<file path="src/rtl/gbt_link_sequencer_if.sv">
// ============================================================================
//  Module   : gbt_link_sequencer_if
//  Purpose  : Signal bundle between a GBT link sequencer and its environment.
//             The slave modport is the sequencer side; the master modport is
//             the side that drives the link status inputs and observes the
//             sequencer outputs.
//  Signals  : sfp_los_i       SFP loss of signal (async, high = no light)
//             user_reset_i    synchronous full-relink request
//             link_ready_i    GBT bank link-ready (async)
//             general_reset_o GBT bank general reset
//             bitslip_reset_o GBT bank RX bitslip reset-on-even
//             link_up_o       high only in LINK_UP
//             link_fail_o     high only in FAIL
//             retry_count_o   bitslip retries since the last GEN_RESET entry
//             state_o         current sequencer state
//  Revision : 1.0 - initial release
// ============================================================================
`default_nettype none

interface gbt_link_sequencer_if;
   logic       sfp_los_i;
   logic       user_reset_i;
   logic       link_ready_i;
   logic       general_reset_o;
   logic       bitslip_reset_o;
   logic       link_up_o;
   logic       link_fail_o;
   logic [3:0] retry_count_o;
   logic [2:0] state_o;

   modport master (
      output sfp_los_i, user_reset_i, link_ready_i,
      input  general_reset_o, bitslip_reset_o, link_up_o, link_fail_o,
             retry_count_o, state_o
   );

   modport slave (
      input  sfp_los_i, user_reset_i, link_ready_i,
      output general_reset_o, bitslip_reset_o, link_up_o, link_fail_o,
             retry_count_o, state_o
   );
endinterface

`default_nettype wire

</file>
<file path="src/rtl/gbt_link_sequencer.sv">
// ============================================================================
//  Module   : gbt_link_sequencer
//  Purpose  : Brings up a GBT link: holds the bank in general reset, waits
//             for link-ready, issues bitslip-reset pulses on lock timeout,
//             declares FAIL after too many retries, and watches for link loss.
//  Ports    : clk      40 MHz frame clock
//             rst      asynchronous active-high reset
//             io_link  sequencer side (slave) of gbt_link_sequencer_if
//  Revision : 1.0 - initial release
// ============================================================================
`default_nettype none

module gbt_link_sequencer #(
   parameter int unsigned RESET_HOLD_CYCLES    = 16,
   parameter int unsigned LOCK_TIMEOUT_CYCLES  = 1024,
   parameter int unsigned BITSLIP_PULSE_CYCLES = 4,
   parameter int unsigned MAX_RETRIES          = 8,
   parameter int unsigned DROP_FILTER_CYCLES   = 4
) (
   input  wire logic            clk,
   input  wire logic            rst,
   gbt_link_sequencer_if.slave  io_link
);

   typedef enum logic [2:0] {
      ST_IDLE      = 3'd0,
      ST_GEN_RESET = 3'd1,
      ST_WAIT_LOCK = 3'd2,
      ST_BITSLIP   = 3'd3,
      ST_LINK_UP   = 3'd4,
      ST_FAIL      = 3'd5
   } state_t;

   localparam int unsigned c_CNT_MAX = (RESET_HOLD_CYCLES > LOCK_TIMEOUT_CYCLES) ?
                                       RESET_HOLD_CYCLES : LOCK_TIMEOUT_CYCLES;
   localparam int unsigned c_CNT_W   = $clog2(c_CNT_MAX) + 1;

   localparam logic [c_CNT_W-1:0] c_HOLD_LAST  = c_CNT_W'(RESET_HOLD_CYCLES - 1);
   localparam logic [c_CNT_W-1:0] c_TMO_LAST   = c_CNT_W'(LOCK_TIMEOUT_CYCLES - 1);
   localparam logic [c_CNT_W-1:0] c_PULSE_LAST = c_CNT_W'(BITSLIP_PULSE_CYCLES - 1);
   localparam logic [c_CNT_W-1:0] c_DROP_LAST  = c_CNT_W'(DROP_FILTER_CYCLES - 1);
   localparam logic [3:0]         c_MAX_RETRY  = 4'(MAX_RETRIES);

   // Synchronisers reset to the "no light, not ready" condition.
   logic r_los_meta, r_los_s;
   logic r_rdy_meta, r_rdy_s;

   state_t             r_state, w_state_nxt;
   logic               w_enter;
   logic [c_CNT_W-1:0] r_cnt;
   logic [3:0]         r_retry;
   logic               r_gen_rst, r_bitslip, r_link_up, r_link_fail;

   always_ff @(posedge clk or posedge rst) begin
      if (rst) begin
         r_los_meta <= 1'b1;
         r_los_s    <= 1'b1;
         r_rdy_meta <= 1'b0;
         r_rdy_s    <= 1'b0;
      end else begin
         r_los_meta <= io_link.sfp_los_i;
         r_los_s    <= r_los_meta;
         r_rdy_meta <= io_link.link_ready_i;
         r_rdy_s    <= r_rdy_meta;
      end
   end

   // Next state. w_enter marks every state entry, including re-entry of
   // GEN_RESET while user_reset_i stays high, so the cycle counter restarts.
   always_comb begin
      w_state_nxt = r_state;
      w_enter     = 1'b0;
      if (r_los_s) begin
         w_state_nxt = ST_IDLE;
         w_enter     = (r_state != ST_IDLE);
      end else if (io_link.user_reset_i && (r_state != ST_IDLE)) begin
         w_state_nxt = ST_GEN_RESET;
         w_enter     = 1'b1;
      end else begin
         case (r_state)
            ST_IDLE: begin
               w_state_nxt = ST_GEN_RESET;
               w_enter     = 1'b1;
            end
            ST_GEN_RESET: begin
               if (r_cnt == c_HOLD_LAST) begin
                  w_state_nxt = ST_WAIT_LOCK;
                  w_enter     = 1'b1;
               end
            end
            ST_WAIT_LOCK: begin
               // Lock is tested first so it wins over a coincident timeout.
               if (r_rdy_s) begin
                  w_state_nxt = ST_LINK_UP;
                  w_enter     = 1'b1;
               end else if (r_cnt == c_TMO_LAST) begin
                  w_state_nxt = (r_retry < c_MAX_RETRY) ? ST_BITSLIP : ST_FAIL;
                  w_enter     = 1'b1;
               end
            end
            ST_BITSLIP: begin
               if (r_cnt == c_PULSE_LAST) begin
                  w_state_nxt = ST_WAIT_LOCK;
                  w_enter     = 1'b1;
               end
            end
            ST_LINK_UP: begin
               // In LINK_UP the counter holds the run length of rdy_s low.
               if (!r_rdy_s && (r_cnt == c_DROP_LAST)) begin
                  w_state_nxt = ST_GEN_RESET;
                  w_enter     = 1'b1;
               end
            end
            ST_FAIL: begin
               w_state_nxt = ST_FAIL;
            end
            default: begin
               w_state_nxt = ST_IDLE;
               w_enter     = 1'b1;
            end
         endcase
      end
   end

   always_ff @(posedge clk or posedge rst) begin
      if (rst) begin
         r_state     <= ST_IDLE;
         r_cnt       <= '0;
         r_retry     <= 4'd0;
         r_gen_rst   <= 1'b1;
         r_bitslip   <= 1'b0;
         r_link_up   <= 1'b0;
         r_link_fail <= 1'b0;
      end else begin
         r_state <= w_state_nxt;

         if (w_enter || ((r_state == ST_LINK_UP) && r_rdy_s)) begin
            r_cnt <= '0;
         end else if (r_cnt != {c_CNT_W{1'b1}}) begin
            r_cnt <= r_cnt + 1'b1;
         end

         if (w_enter && (w_state_nxt == ST_GEN_RESET)) begin
            r_retry <= 4'd0;
         end else if (w_enter && (w_state_nxt == ST_BITSLIP) && (r_retry != 4'hF)) begin
            r_retry <= r_retry + 4'd1;
         end

         // Outputs are registered from the next state so they line up with
         // r_state and never see an input combinationally.
         r_gen_rst   <= (w_state_nxt == ST_IDLE) || (w_state_nxt == ST_GEN_RESET);
         r_bitslip   <= (w_state_nxt == ST_BITSLIP);
         r_link_up   <= (w_state_nxt == ST_LINK_UP);
         r_link_fail <= (w_state_nxt == ST_FAIL);
      end
   end

   assign io_link.general_reset_o = r_gen_rst;
   assign io_link.bitslip_reset_o = r_bitslip;
   assign io_link.link_up_o       = r_link_up;
   assign io_link.link_fail_o     = r_link_fail;
   assign io_link.retry_count_o   = r_retry;
   assign io_link.state_o         = r_state;

endmodule

`default_nettype wire

</file>
<file path="src/flat_wrapper.sv">
// flat-port wrapper written by rule: the top's interface ports become plain ports
module gbt_link_sequencer_flat 
#(
   parameter int unsigned RESET_HOLD_CYCLES    = 16,
   parameter int unsigned LOCK_TIMEOUT_CYCLES  = 1024,
   parameter int unsigned BITSLIP_PULSE_CYCLES = 4,
   parameter int unsigned MAX_RETRIES          = 8,
   parameter int unsigned DROP_FILTER_CYCLES   = 4
)
  (clk, rst, io_link_sfp_los_i, io_link_user_reset_i, io_link_link_ready_i, io_link_general_reset_o, io_link_bitslip_reset_o, io_link_link_up_o, io_link_link_fail_o, io_link_retry_count_o, io_link_state_o);
  gbt_link_sequencer_if io_link_i ();
  input  wire logic clk;
  input  wire logic rst;
  input wire logic [$bits(io_link_i.sfp_los_i)-1:0] io_link_sfp_los_i;
  input wire logic [$bits(io_link_i.user_reset_i)-1:0] io_link_user_reset_i;
  input wire logic [$bits(io_link_i.link_ready_i)-1:0] io_link_link_ready_i;
  output wire logic [$bits(io_link_i.general_reset_o)-1:0] io_link_general_reset_o;
  output wire logic [$bits(io_link_i.bitslip_reset_o)-1:0] io_link_bitslip_reset_o;
  output wire logic [$bits(io_link_i.link_up_o)-1:0] io_link_link_up_o;
  output wire logic [$bits(io_link_i.link_fail_o)-1:0] io_link_link_fail_o;
  output wire logic [$bits(io_link_i.retry_count_o)-1:0] io_link_retry_count_o;
  output wire logic [$bits(io_link_i.state_o)-1:0] io_link_state_o;
  assign io_link_i.sfp_los_i = io_link_sfp_los_i;
  assign io_link_i.user_reset_i = io_link_user_reset_i;
  assign io_link_i.link_ready_i = io_link_link_ready_i;
  assign io_link_general_reset_o = io_link_i.general_reset_o;
  assign io_link_bitslip_reset_o = io_link_i.bitslip_reset_o;
  assign io_link_link_up_o = io_link_i.link_up_o;
  assign io_link_link_fail_o = io_link_i.link_fail_o;
  assign io_link_retry_count_o = io_link_i.retry_count_o;
  assign io_link_state_o = io_link_i.state_o;
  gbt_link_sequencer #(.RESET_HOLD_CYCLES(RESET_HOLD_CYCLES), .LOCK_TIMEOUT_CYCLES(LOCK_TIMEOUT_CYCLES), .BITSLIP_PULSE_CYCLES(BITSLIP_PULSE_CYCLES), .MAX_RETRIES(MAX_RETRIES), .DROP_FILTER_CYCLES(DROP_FILTER_CYCLES)) u_core (.clk(clk), .rst(rst), .io_link(io_link_i));
endmodule
</file>
<file path="config.mk">
export PLATFORM = sky130hd
export DESIGN_NAME = gbt_link_sequencer_flat
export DESIGN_NICKNAME = d
export VERILOG_FILES = /design/src/rtl/gbt_link_sequencer_if.sv /design/src/rtl/gbt_link_sequencer.sv /design/src/flat_wrapper.sv
export SDC_FILE = /design/constraint.sdc
export NUM_CORES = 1
export LEC_CHECK = 0
export ABC_AREA = 1
export CAP_MARGIN = 20
export CORE_MARGIN = 2
export CORE_UTILIZATION = 35
export DETAILED_ROUTE_END_ITERATION = 12
export PLACE_DENSITY = 0.67
export SKIP_CTS_REPAIR_TIMING = 1
export SYNTH_ARGS = -nofsm -noshare
export SYNTH_HDL_FRONTEND = slang
export SYNTH_SLANG_ARGS = --single-unit
</file>
<file path="constraint.sdc">
create_clock -name clk -period 1.8 [get_ports clk]
set_input_delay 0.27 -clock clk [delete_from_list [all_inputs] [get_ports clk]]
set_output_delay 0.27 -clock clk [all_outputs]
set_load 0.05 [all_outputs]
</file>
==> key figures <==
Flow run
  • Max-cap violations: 0

CTS
  • Worst-Skew Late Latency: 0.26 ns
  • Num Clock Sinks: 26
  • CTS tree: built
  • Max H-tree Level: 1
  • Total CTS buffers: 3
  • Register clock-pin slew on the reported worst setup and hold paths: 0.09 ns
  • CTS max path bufs: 2
  • Clock root cell: clkbuf_8

STA
  • Final setup vio count: 14
  • Worst Tran Pin Value: 0.4918 ns
  • Final Max Slew Viols: 0
  • Unrepaired setup endpoints after global routing: true
  • Final min period: 1.911 ns
  • Final hold vios: 0
  • Slew HR: 67.11%
  • PnR worst setup slack: -0.1109 ns
  • Post-route clock period utilization: 106.2%
  • Clk_skew: 0.002350 ns
  • Highest clock rate: 523.3 MHz
  • Setup TNS: -0.8793 ns

Synth
  • Async S/R FF share, synth: 100.0%
  • Number of synthesized flops with an enable pin: 0
  • Leading register cell type out of synthesis: dfrtp_1
  • Yosys reg bits: 26
  • Top post-synthesis cells by area: dfrtp_1 36%, nand3_1 7.3%, nand2_1 7.1%
  • Top cell types by occurrence after synthesis: 30 x nand2_1, 23 x dfrtp_1, 23 x nand3_1, 22 x inv_1, 18 x nor2_1
  • Synth Warn #: 0
  • Count leader, synth: nand2_1
  • Mapped Area: 1578 sq um
  • Yosys top cell by area: dfrtp_1
  • Cell count after synthesis: 182
  • Register area share after synthesis: 41.48%
  • Synth cell types: 32
  • Avg Inst Size Synth: 8.669 sq um
  • Post-synth top area share: 36.48%
  • Synth Net Count: 190

Die
  • CORE AREA: 4354 sq um
  • Row count: 24
  • Starting Density: 36.24%
  • IO Count: 16
  • Die width: 71.14 um
  • Die ar.: 5061 sq um
  • Die height: 71.14 um

Pwr
  • Maximum vdd drop: 232.7 uV
  • Power Density: 557.4 nW/um^2
  • Total design power: 1.155 mW
  • Leakage power: 0.9888 nW

Setup path
  • Critical Path Source Type: flip-flop
  • Critical path startpoint: u_core.io_link.state_o[2]
  • Critical Path RT: 1.99 ns
  • Data arrival time of the critical path: 2.10 ns
  • CP max FO: 5
  • Worst setup EP type: flip-flop
  • Reg2reg end: u_core.r_cnt[0]
  • Worst flop-to-flop path startpoint: u_core.io_link.state_o[2]
  • R2R cell count: 10
  • R2R setup slack: -0.11 ns
  • Critical path type: flip-flop to flip-flop

Global route
  • Initial antenna violation count: 0
  • Global-route wire length before repair: 5409 um
  • GRT Max-Usage Layer: met2
  • GRT Total Usage: 13.34%
  • Number of global-route vias before repair: 1242
  • Largest net degree at the start of global routing: 27
  • Met2 Use GR: 21.71%
  • GR Layer Usage met1: 18.67%
  • GR Overflow Total: 0
  • M3 GR Usage: 1.282%

Placed design
  • Place WS: -0.06178 ns
  • Placed Area: 1934 sq um
  • Final GP Congestion: 0.8101
  • Port buffer count: 15
  • Hpwl dp: 2436 um
  • Placed instance count: 269

Route
  • Routed Antenna Nets: 0
  • Vias per inst: 4.798
  • Drc violations: 0
  • First drt pass iteration count: 4
  • Via count: 1329
  • WL per Instance: 11.49 um
  • Drt total wl: 3182 um
  • DR iter-0 viols: 61

Cells and area
  • Final Cell Area: 2072 sq um
  • Footprint of the multi-input gates: 869.6 sq um
  • Share of cells above drive strength 1: 40.44%
  • N_diodes: 0
  • Fin cells: 277
  • Fill count: 406
  • Register Area: 658.1 sq um
  • Final nets: 234
  • Area growth syn-to-layout: 31.32%

Outcome
  • Failing checks: negative setup slack
  • Run status: finished, violations left

Hold path
  • Worst hold path class: primary input to asynchronous set/reset pin
-- placed cells by master (no fill, tap or decap), drive strengths merged --
cell type / count
o21ai: 2
nand3: 28
nor2: 26
a31oi: 1
nor3b: 2
a21oi: 7
ha: 3
clkinv: 2
inv: 28
a21boi: 1
nand2: 40
dfstp: 3
clkbuf: 4
buf: 31
xnor2: 1
clkdlybuf4s50: 7
nand3b: 1
nand4: 5
dfrtp: 23
nor3: 6
xor2: 3
a211oi: 1
-- flip-flops by register name, indices dropped and copies added (netlist names) --
name                            count
u_core.r_rdy_meta                   1
u_core.r_cnt                       11
u_core.io_link.general_reset_o      1
u_core.io_link.link_fail_o          1
u_core.r_los_meta                   1
u_core.r_los_s                      1
u_core.io_link.retry_count_o        4
u_core.io_link.bitslip_reset_o      1
u_core.r_rdy_s                      1
u_core.io_link.link_up_o            1
u_core.io_link.state_o              3
-- worst max-delay path, stage by stage, from the launching register on --
cell and delay (ns):
dfrtp_2 0.47, ha_4 0.28, inv_2 0.03, nand2_2 0.05, nand3_2 0.06, nand3b_1 0.21, nor2_4 0.16, nor2_8 0.06
a21oi_4 0.22, clkinv_4 0.12, nor3b_4 0.18
-- final cells by class --
class                   instances  share of cell area (%)
clock buffers                   4                   2.657
inverters                      29                   5.616
well taps                      52                   3.140
repair buffers                 38                   14.61
multi-input cells             127                   41.97
repair inverters                1                  0.2415
flip-flops and latches         26                   31.76
-- how the worst max path moves through the flow --
stage	endpoint	cells after the start
finish	u_core.r_cnt[0]	10
global route	u_core.r_cnt[0]	10
CTS	u_core.r_cnt[0]	12
detailed placement	u_core.r_cnt[0]	12
global placement	u_core.r_cnt[9]	10
floorplan	u_core.r_cnt[0]	10
-- per-layer routing --
layer  part of all wire, %  vias to the layer above
met4                   1.1                        0
met5                     0                        -
met1                    48                      627
li1                      -                      677
met3                   2.8                        2
met2                    48                       23
-- power breakdown --
| group | internal [mW] | switching (mW) |
|---|---|---|
| clock network | 0.195 | 0.181 |
| logic | 0.0679 | 0.0992 |
| registers | 0.599 | 0.0125 |
-- through the flow --
stage	util (%)	hold slack (ns)
after global routing	47.59	0.3693
after CTS	45.69	0.3545
after detailed placement	44.43	0.3475
final	47.59	0.3483
after global placement	44.43	0.3345
after floorplan	-	0.2745
-- logic make-up (layout without fill, tap and decap cells) --
group | count (synthesis) | count (layout) | synth area share [%]
AND/OR/NAND/NOR | 108 | 108 | 40.84
buffers and inverters | 29 | 72 | 6.900
flip-flops | 26 | 26 | 41.48
AO/OA/AOI/OAI | 12 | 12 | 6.186
XOR/XNOR | 4 | 4 | 2.221
adder cells (fa/ha/maj) | 3 | 3 | 2.379
(Power assumes the default switching activity.)
